==> src/rtl/demux_scheduler_if.sv <==
// Bundle of the producer-side and consumer-side signals of demux_scheduler.
// The scheduler uses the slave modport; the producer/consumer side uses master.
interface demux_scheduler_if #(
  parameter int W = 8
);
  logic         en;
  logic [3:0]   mask;
  logic         i_valid;
  logic [W-1:0] i_data;
  logic         i_ready;
  logic [3:0]   y_valid;
  logic [W-1:0] y_data;
  logic [3:0]   y_ready;
  logic [1:0]   s;
  logic         drop;

  modport master (
    output en, mask, i_valid, i_data, y_ready,
    input  i_ready, y_valid, y_data, s, drop
  );

  modport slave (
    input  en, mask, i_valid, i_data, y_ready,
    output i_ready, y_valid, y_data, s, drop
  );
endinterface

==> src/rtl/demux_scheduler.sv <==
// Round-robin dispatcher for a 1-to-4 demux: holds one word and steers it to a masked channel.
// Optional hold timeout with drop pulse is enabled by defining DEMUX_SCHED_TIMEOUT_EN.
module demux_scheduler #(
  parameter int W = 8
`ifdef DEMUX_SCHED_TIMEOUT_EN
  , parameter int TO = 16
`endif
) (
  input  logic               clk,
  input  logic               rst_n,
  demux_scheduler_if.slave   bus
);

  typedef enum logic {EMPTY, HOLD} state_t;

  state_t       state_q, state_d;
  logic [1:0]   ptr_q, ptr_d;
  logic [1:0]   s_q, s_d;
  logic [W-1:0] data_q, data_d;
  logic [1:0]   grantBase, grant, idx;
  logic         iReady, accept, deliver;
`ifdef DEMUX_SCHED_TIMEOUT_EN
  logic [7:0]   waitCnt_q, waitCnt_d;
  logic         drop_q, drop_d;
  logic         timeout;
`endif

  assign deliver = (state_q == HOLD) && bus.y_ready[s_q];
  assign iReady  = rst_n && bus.en && (|bus.mask) && ((state_q == EMPTY) || bus.y_ready[s_q]);
  assign accept  = bus.i_valid && iReady;

  // An accept in HOLD always coincides with a delivery, so the search starts after s.
  always_comb begin
    grantBase = (state_q == HOLD) ? s_q + 2'd1 : ptr_q;
    grant     = grantBase;
    idx       = grantBase;
    for (int k = 3; k >= 0; k--) begin
      idx = grantBase + 2'(k);
      if (bus.mask[idx]) grant = idx;
    end
  end

`ifdef DEMUX_SCHED_TIMEOUT_EN
  assign timeout = (state_q == HOLD) && !bus.y_ready[s_q] && (waitCnt_q == 8'(TO - 1));
`endif

  always_comb begin
    state_d = state_q;
    ptr_d   = ptr_q;
    s_d     = s_q;
    data_d  = data_q;
`ifdef DEMUX_SCHED_TIMEOUT_EN
    drop_d    = 1'b0;
    waitCnt_d = waitCnt_q;
    if (state_q == HOLD && !bus.y_ready[s_q]) waitCnt_d = waitCnt_q + 8'd1;
    if (timeout) begin
      ptr_d   = s_q + 2'd1;
      state_d = EMPTY;
      drop_d  = 1'b1;
    end
`endif
    if (deliver) begin
      ptr_d   = s_q + 2'd1;
      state_d = EMPTY;
    end
    if (accept) begin
      data_d  = bus.i_data;
      s_d     = grant;
      state_d = HOLD;
`ifdef DEMUX_SCHED_TIMEOUT_EN
      waitCnt_d = 8'd0;
`endif
    end
  end

  always_ff @(posedge clk or negedge rst_n) begin
    if (!rst_n) begin
      state_q <= EMPTY;
      ptr_q   <= 2'd0;
      s_q     <= 2'd0;
      data_q  <= '0;
`ifdef DEMUX_SCHED_TIMEOUT_EN
      waitCnt_q <= 8'd0;
      drop_q    <= 1'b0;
`endif
    end else begin
      state_q <= state_d;
      ptr_q   <= ptr_d;
      s_q     <= s_d;
      data_q  <= data_d;
`ifdef DEMUX_SCHED_TIMEOUT_EN
      waitCnt_q <= waitCnt_d;
      drop_q    <= drop_d;
`endif
    end
  end

  assign bus.i_ready = iReady;
  assign bus.y_valid = (state_q == HOLD) ? (4'b0001 << s_q) : 4'b0000;
  assign bus.y_data  = data_q;
  assign bus.s       = s_q;
`ifdef DEMUX_SCHED_TIMEOUT_EN
  assign bus.drop    = drop_q;
`else
  assign bus.drop    = 1'b0;
`endif

endmodule
==> src/flat_wrapper.sv <==
// flat-port wrapper written by rule: the top's interface ports become plain ports
module demux_scheduler_flat 
#(
  parameter int W = 8

)
  (clk, rst_n, bus_en, bus_mask, bus_i_valid, bus_i_data, bus_y_ready, bus_i_ready, bus_y_valid, bus_y_data, bus_s, bus_drop);
  demux_scheduler_if #(.W(W)) bus_i ();
  input  logic clk;
  input  logic rst_n;
  input wire logic [$bits(bus_i.en)-1:0] bus_en;
  input wire logic [$bits(bus_i.mask)-1:0] bus_mask;
  input wire logic [$bits(bus_i.i_valid)-1:0] bus_i_valid;
  input wire logic [$bits(bus_i.i_data)-1:0] bus_i_data;
  input wire logic [$bits(bus_i.y_ready)-1:0] bus_y_ready;
  output wire logic [$bits(bus_i.i_ready)-1:0] bus_i_ready;
  output wire logic [$bits(bus_i.y_valid)-1:0] bus_y_valid;
  output wire logic [$bits(bus_i.y_data)-1:0] bus_y_data;
  output wire logic [$bits(bus_i.s)-1:0] bus_s;
  output wire logic [$bits(bus_i.drop)-1:0] bus_drop;
  assign bus_i.en = bus_en;
  assign bus_i.mask = bus_mask;
  assign bus_i.i_valid = bus_i_valid;
  assign bus_i.i_data = bus_i_data;
  assign bus_i.y_ready = bus_y_ready;
  assign bus_i_ready = bus_i.i_ready;
  assign bus_y_valid = bus_i.y_valid;
  assign bus_y_data = bus_i.y_data;
  assign bus_s = bus_i.s;
  assign bus_drop = bus_i.drop;
  demux_scheduler #(.W(W)) u_core (.clk(clk), .rst_n(rst_n), .bus(bus_i));
endmodule
==> config.mk <==
export PLATFORM = sky130hd
export DESIGN_NAME = demux_scheduler_flat
export DESIGN_NICKNAME = d
export VERILOG_FILES = /design/src/rtl/demux_scheduler_if.sv /design/src/rtl/demux_scheduler.sv /design/src/flat_wrapper.sv
export SDC_FILE = /design/constraint.sdc
export NUM_CORES = 1
export LEC_CHECK = 0
export ABC_AREA = 1
export BUFFER_PORTS_ARGS = -buffer_cell sky130_fd_sc_hd__buf_2
export CAP_MARGIN = 20
export CORE_MARGIN = 5
export CORE_UTILIZATION = 48
export CTS_CLUSTER_SIZE = 12
export DETAILED_ROUTE_END_ITERATION = 8
export PLACE_DENSITY_LB_ADDON = 0.08
export SETUP_SLACK_MARGIN = 0.05
export SYNTH_ARGS = -nofsm -noshare
export SYNTH_HDL_FRONTEND = slang
export SYNTH_SLANG_ARGS = --single-unit
==> constraint.sdc <==
create_clock -name clk -period 2.2 [get_ports clk]
set_input_delay 0.44 -clock clk [delete_from_list [all_inputs] [get_ports clk]]
set_output_delay 0.44 -clock clk [all_outputs]
set_load 0.02 [all_outputs]
==> impl_results.md, run 1 <==
- Status: finished, final reports clean
- Worst IR Drop VDD: 644 uV
- Global-route wire length before repair: 3410 um
- Die width: 54.6 um
- Clk buf depth: 2
- Largest net degree at the start of global routing: 14
- Fmax: 0.491 GHz
- GPL Wtd Cong: 0.799
- CP Data Required Time: 1.76 ns
- Sequential fraction of the synthesis area: 0.340
- Max cap viols: 0
- Final Hold Fails: 0
- Crit path capture type: primary output
- Synthesis-to-finish area growth: 21.9%
- Kind of critical path: reg2out
- CTS Hold Bufs: 0
- Most common cell in the netlist: nand2_1
- Synthesized area per cell: 6.73 um2
- Syn Inst Count: 142
- DRT iter0 DRCs: 15
- Wirelength per Cell: 10.3 um
- Tmin final: 2.04 ns
- Utilization after layout: 0.606
- Synth async-reset ratio: 1.00
- Synthesis Warnings: 0
- Final WL: 2120 um
- Site Rows: 16
- Ys flop type: dfrtp_1
- CTS root buf: clkbuf_4
- Cell Pwr Density: 1300 mW/mm2
- Post-Syn Area: 956 um2
- Final setup violation count: 0
- Critical path peak fanout: 8
- Final setup skew: 0.00611 ns
- Comb power frac: 0.625
- Antenna Diode Count: 0
- CTS tree: built
- Most frequent cells after synthesis: nand2_1, inv_1, dfrtp_1, nand3_1, nand2_2
- Cell taking the most area after synthesis: dfrtp_1
- Kind of start point of the critical path: register
- Die Span Y: 54.6 um
- Initial antenna violation count: 0
- Worst hold path type: in2async
- Cells on worst reg2reg path: 14
- Part of the cycle the worst path needs: 0.925
- Setup TNS: 0 ns
- Switching part of the total: 0.519
- Gr usage total: 0.155
- Initial Util: 0.497
- Net Switching: 787 uW
- Number of buffers created by CTS: 3
- Leakage: 0.000746 uW
- Drt first pass iters: 4
- Critical Path AT: 1.60 ns
- Vias: 958
- Clk slew on worst S/H paths: 0.09 ns
- WHS: 0.101 ns
- Vias per cell: 4.67
- Residual DRC: 0
- Seq pwr share: 0.276
- GRT overflow: 0
- Clk_lat worst skew: 0.28 ns
- CTS Sinks: 13
- Post-synth EDFFs: 0
- Max Slew Vio Count: 0
- Top-area cell type share of the netlist area: 0.340
- Clock share of power: 0.099
- Postcts setup bufs: 0
- Flops & latches, synth: 13
- P_int: 731 uW
- Number of global-route vias before repair: 869
- IO Count: 36
- Post-synth cell types: 19
- H-tree levels: 1
- RSZ-0062 raised after global routing: false
- Layout cells sized above 1: 0.309
- Die area: 0.00298 mm2
- Post-Syn Nets: 166
- Antenna viol nets, final: 0
- Gates resized, CTS repair: 0
- DP Wirelength: 1750 um
- Port Buffers: 34
- Final net count: 203
- Core ar.: 0.00192 mm2
- Synth area leaders: dfrtp_1, nand2_1, nand3_1
-- registers in the layout (all words and copies together), names as in the netlist --
| register | flops |
|---|---|
| u_core.ptr_q | 2 |
| u_core.bus.y_data | 8 |
| u_core.state_q | 1 |
| u_core.bus.s | 2 |
-- placed cells by master, fill, tap and decap left out, drive strengths merged --
cell type  instances
dfrtp             13
buf               35
o22a               1
a41oi              1
ha                 4
conb               1
nand3             13
clkbuf             3
o21ai              4
inv               20
nand2             77
nor2               4
and2               1
clkinv             1
-- routing by layer --
metal	up-vias	routed length, um	share of wire	GRT usage
li1	498	-	-	-
met4	0	19	0.0090	0.0373
met1	422	944	0.45	0.198
met5	-	0	0	0
met3	4	135	0.064	0.0272
met2	34	1020	0.48	0.268
-- power groups by stage --
stage / Combinational, uW / Clock, uW / Sequential (uW)
floorplan: 689 / 0 / 472
global placement: 935 / 0 / 418
detailed placement: 951 / 0 / 422
CTS: 954 / 150 / 418
global route: 1070 / 163 / 436
finish: 949 / 150 / 419
-- cell families after synthesis --
| group | Yosys count | share of synthesized area |
|---|---|---|
| buf+inv | 23 | 0.120 |
| compound gates | 6 | 0.0406 |
| other cells | 1 | 0.00392 |
| simple gates | 95 | 0.442 |
| flops | 13 | 0.340 |
| fa+ha+maj | 4 | 0.0524 |
-- through the flow --
stage / instances / total power, uW / area, um2 / worst slack, ns
after floorplan: 142 / 1160 / 956 / 0.399
after global placement: 201 / 1350 / 1140 / 0.402
after detailed placement: 201 / 1370 / 1140 / 0.368
after CTS: 205 / 1520 / 1160 / 0.153
after global routing: 205 / 1670 / 1160 / 0.0688
final: 205 / 1520 / 1160 / 0.164
-- worst max-delay path: stages (launching register included) --
cell,delay (ns)
dfrtp_1,0.48
inv_2,0.15
nor2_1,0.05
o22a_2,0.25
nand2_2,0.10
nand2_1,0.07
inv_1,0.06
buf_2,0.15
-- path summary, 6_finish.rpt --
kind | from | endpoint | slack [ns]
min in group clk | bus_i_data[0] | u_core.bus.y_data[0]$_DFFE_PN0P_ | 0.35
max in group asynchronous | rst_n | u_core.bus.y_data[7]$_DFFE_PN0P_ | 1.94
min | rst_n | u_core.bus.s[1]$_DFFE_PN0P_ | 0.10
max | u_core.bus.s[0]$_DFFE_PN0P_ | bus_i_ready | 0.16
min reg2reg | u_core.bus.y_data[4]$_DFFE_PN0P_ | u_core.bus.y_data[4]$_DFFE_PN0P_ | 0.48
max reg2reg | u_core.bus.s[0]$_DFFE_PN0P_ | u_core.bus.s[0]$_DFFE_PN0P_ | 0.34
-- area by class of cell --
type	count	area (um2)
clock buffers	3	22.5
fillers	218	757
flip-flops and latches	13	325
well taps	27	33.8
inverters	20	85.1
clock inverters	1	5.00
repair buffers	35	178
multi-input cells	106	515
Note: power is estimated with default switching activity, not from simulation.
==> run 2: changes to the inputs <==
--- a/config.mk
+++ b/config.mk
@@ -6,10 +6,11 @@
 export NUM_CORES = 1
 export LEC_CHECK = 0
 export ABC_AREA = 1
-export BUFFER_PORTS_ARGS = -buffer_cell sky130_fd_sc_hd__buf_2
+export BUFFER_PORTS_ARGS = -buffer_cell sky130_fd_sc_hd__buf_4
 export CAP_MARGIN = 20
+export CORE_ASPECT_RATIO = 1.75
 export CORE_MARGIN = 5
-export CORE_UTILIZATION = 48
+export CORE_UTILIZATION = 40
 export CTS_CLUSTER_SIZE = 12
 export DETAILED_ROUTE_END_ITERATION = 8
 export PLACE_DENSITY_LB_ADDON = 0.08
==> constraint.sdc (replaced) <==
create_clock -name clk -period 2.2 [get_ports clk]
set_input_delay 0.44 -clock clk [delete_from_list [all_inputs] [get_ports clk]]
set_output_delay 0.44 -clock clk [all_outputs]
set_load 0.01 [all_outputs]
==> run 2 against run 1 <==
Net effect:
- clock skew shrank 0.0019 ns
- design area grew 7.9%
- global-route usage grew 0.29 points
- hold slack lost 0.064 ns
- register-to-register slack lost 0.03 ns
- critical path depth is the same
- count of clock-buffer cells in the layout grew 1
- final cell count shrank 1.5%
- critical path type unchanged
==> impl_results.md, run 2 (same netlist as run 1, synthesis figures left out) <==
- Status: finished, final reports clean
- Number of global-route vias before repair: 1034
- Initial antenna violation count: 0
- Leakage: 0.000769 uW
- Gr usage total: 0.158
- Global-route wire length before repair: 4090 um
- Max cap viols: 0
- Drt first pass iters: 4
- Commonest non-fill, non-tap cell in the layout: nand2_1
- Area taken by multi-input logic gates: 515 um2
- Port Buffers: 34
- Final net count: 202
- Part of the cycle the worst path needs: 0.884
- Start of the worst register-to-register path: u_core.bus.s[0]$_DFFE_PN0P_
- Die area: 0.00351 mm2
- CP startpoint: u_core.bus.s[0]$_DFFE_PN0P_
- Placed Instance Area: 0.00121 mm2
- DRT iter0 DRCs: 23
- Clk_lat worst skew: 0.24 ns
- Die Span Y: 74.7 um
- Worst IR Drop VDD: 529 uV
- Max reg flops: 8
- Layout cells sized above 1: 0.299
- Max Slew Vio Count: 0
- Clk buf depth: 2
- Sequential cell area: 325 um2
- GRT overflow: 0
- Site Rows: 23
- Vias per cell: 4.80
- CTS Hold Bufs: 0
- Synthesis-to-finish area growth: 31.5%
- Core ar.: 0.00230 mm2
- Vias: 970
- Gates resized, CTS repair: 0
- Final instance area: 0.00126 mm2
- IO Count: 36
- Residual DRC: 0
- Worst hold path type: in2async
- Final Hold Fails: 0
- RSZ-0062 raised after global routing: false
- Critical path peak fanout: 8
- Utilization after layout: 0.546
- CP Data Required Time: 1.76 ns
- Final setup skew: 0.00426 ns
- DP Wirelength: 2010 um
- Setup TNS: 0 ns
- Kind of critical path: reg2out
- GPL Wtd Cong: 0.811
- Postcts setup bufs: 0
- CTS tree: built
- WHS: 0.0372 ns
- Cell Pwr Density: 1260 mW/mm2
- Fmax: 0.514 GHz
- Initial Util: 0.415
- H-tree levels: 1
- Antenna Diode Count: 0
- CTS root buf: clkbuf_8
- Clk slew on worst S/H paths: 0.05 ns
- Wirelength per Cell: 11.6 um
- Final setup violation count: 0
- Tmin final: 1.95 ns
- Antenna viol nets, final: 0
- CTS Sinks: 13
- Largest net degree at the start of global routing: 15
- Kind of start point of the critical path: register
- Critical Path AT: 1.51 ns
- Crit path capture type: primary output
- Die width: 47.0 um
- Number of buffers created by CTS: 3
- Commonest non-fill, non-tap cells in the layout: nand2_1, buf_4, inv_1
- Final WL: 2340 um
- # fillers: 252
run 2: cell types whose count changed in the layout (fill, tap and decap cells not counted), sizes merged:
| cell | change |
|---|---|
| clkbuf | +1 |
| buf | -1 |
| clkinv | -1 |
run 2: routing by layer:
metal / track usage / vias up / share of wire
li1: - / 499 / -
met2: 0.293 / 26 / 0.58
met5: 0 / - / 0
met3: 0.0167 / 9 / 0.041
met4: 0.0954 / 0 / 0.035
met1: 0.157 / 436 / 0.35
run 2: final cells by class:
cell class                      count  area share
Timing Repair Buffer               34       0.203
Tap cell                           25      0.0249
Multi-Input combinational cell    106       0.410
Clock buffer                        4      0.0358
Inverter                           20      0.0677
Sequential cell                    13       0.259
run 2: final timing paths:
path	cells past startpoint	endpoint	slack, ns
max reg2reg	14	u_core.bus.s[0]$_DFFE_PN0P_	0.31
min	1	u_core.bus.y_data[4]$_DFFE_PN0P_	0.04
max	7	bus_i_ready	0.25
max in group asynchronous	1	u_core.bus.s[0]$_DFFE_PN0P_	1.99
min reg2reg	2	u_core.bus.y_data[7]$_DFFE_PN0P_	0.48
min in group clk	3	u_core.bus.y_data[4]$_DFFE_PN0P_	0.39
run 2: where the power goes:
group          switching (uW)  internal, uW  total (uW)
Sequential               96.1           326         422
Combinational             572           388         960
Clock                    80.0           128         208
Total                     748           842        1590
run 2: through the flow:
step,worst slack [ns],power (uW),cells
final,0.254,1590,202
after global routing,0.0921,1760,202
after CTS,0.240,1610,202
after detailed placement,0.317,1390,198
after global placement,0.383,1390,198
after floorplan,0.471,1100,142
run 2: critical path: stages (launching register included):
cell and delay, ns:
dfrtp_1 0.50, inv_2 0.12, o21ai_1 0.14, o22a_2 0.16
nand2_2 0.08, nand2_1 0.08, inv_1 0.04, buf_4 0.13
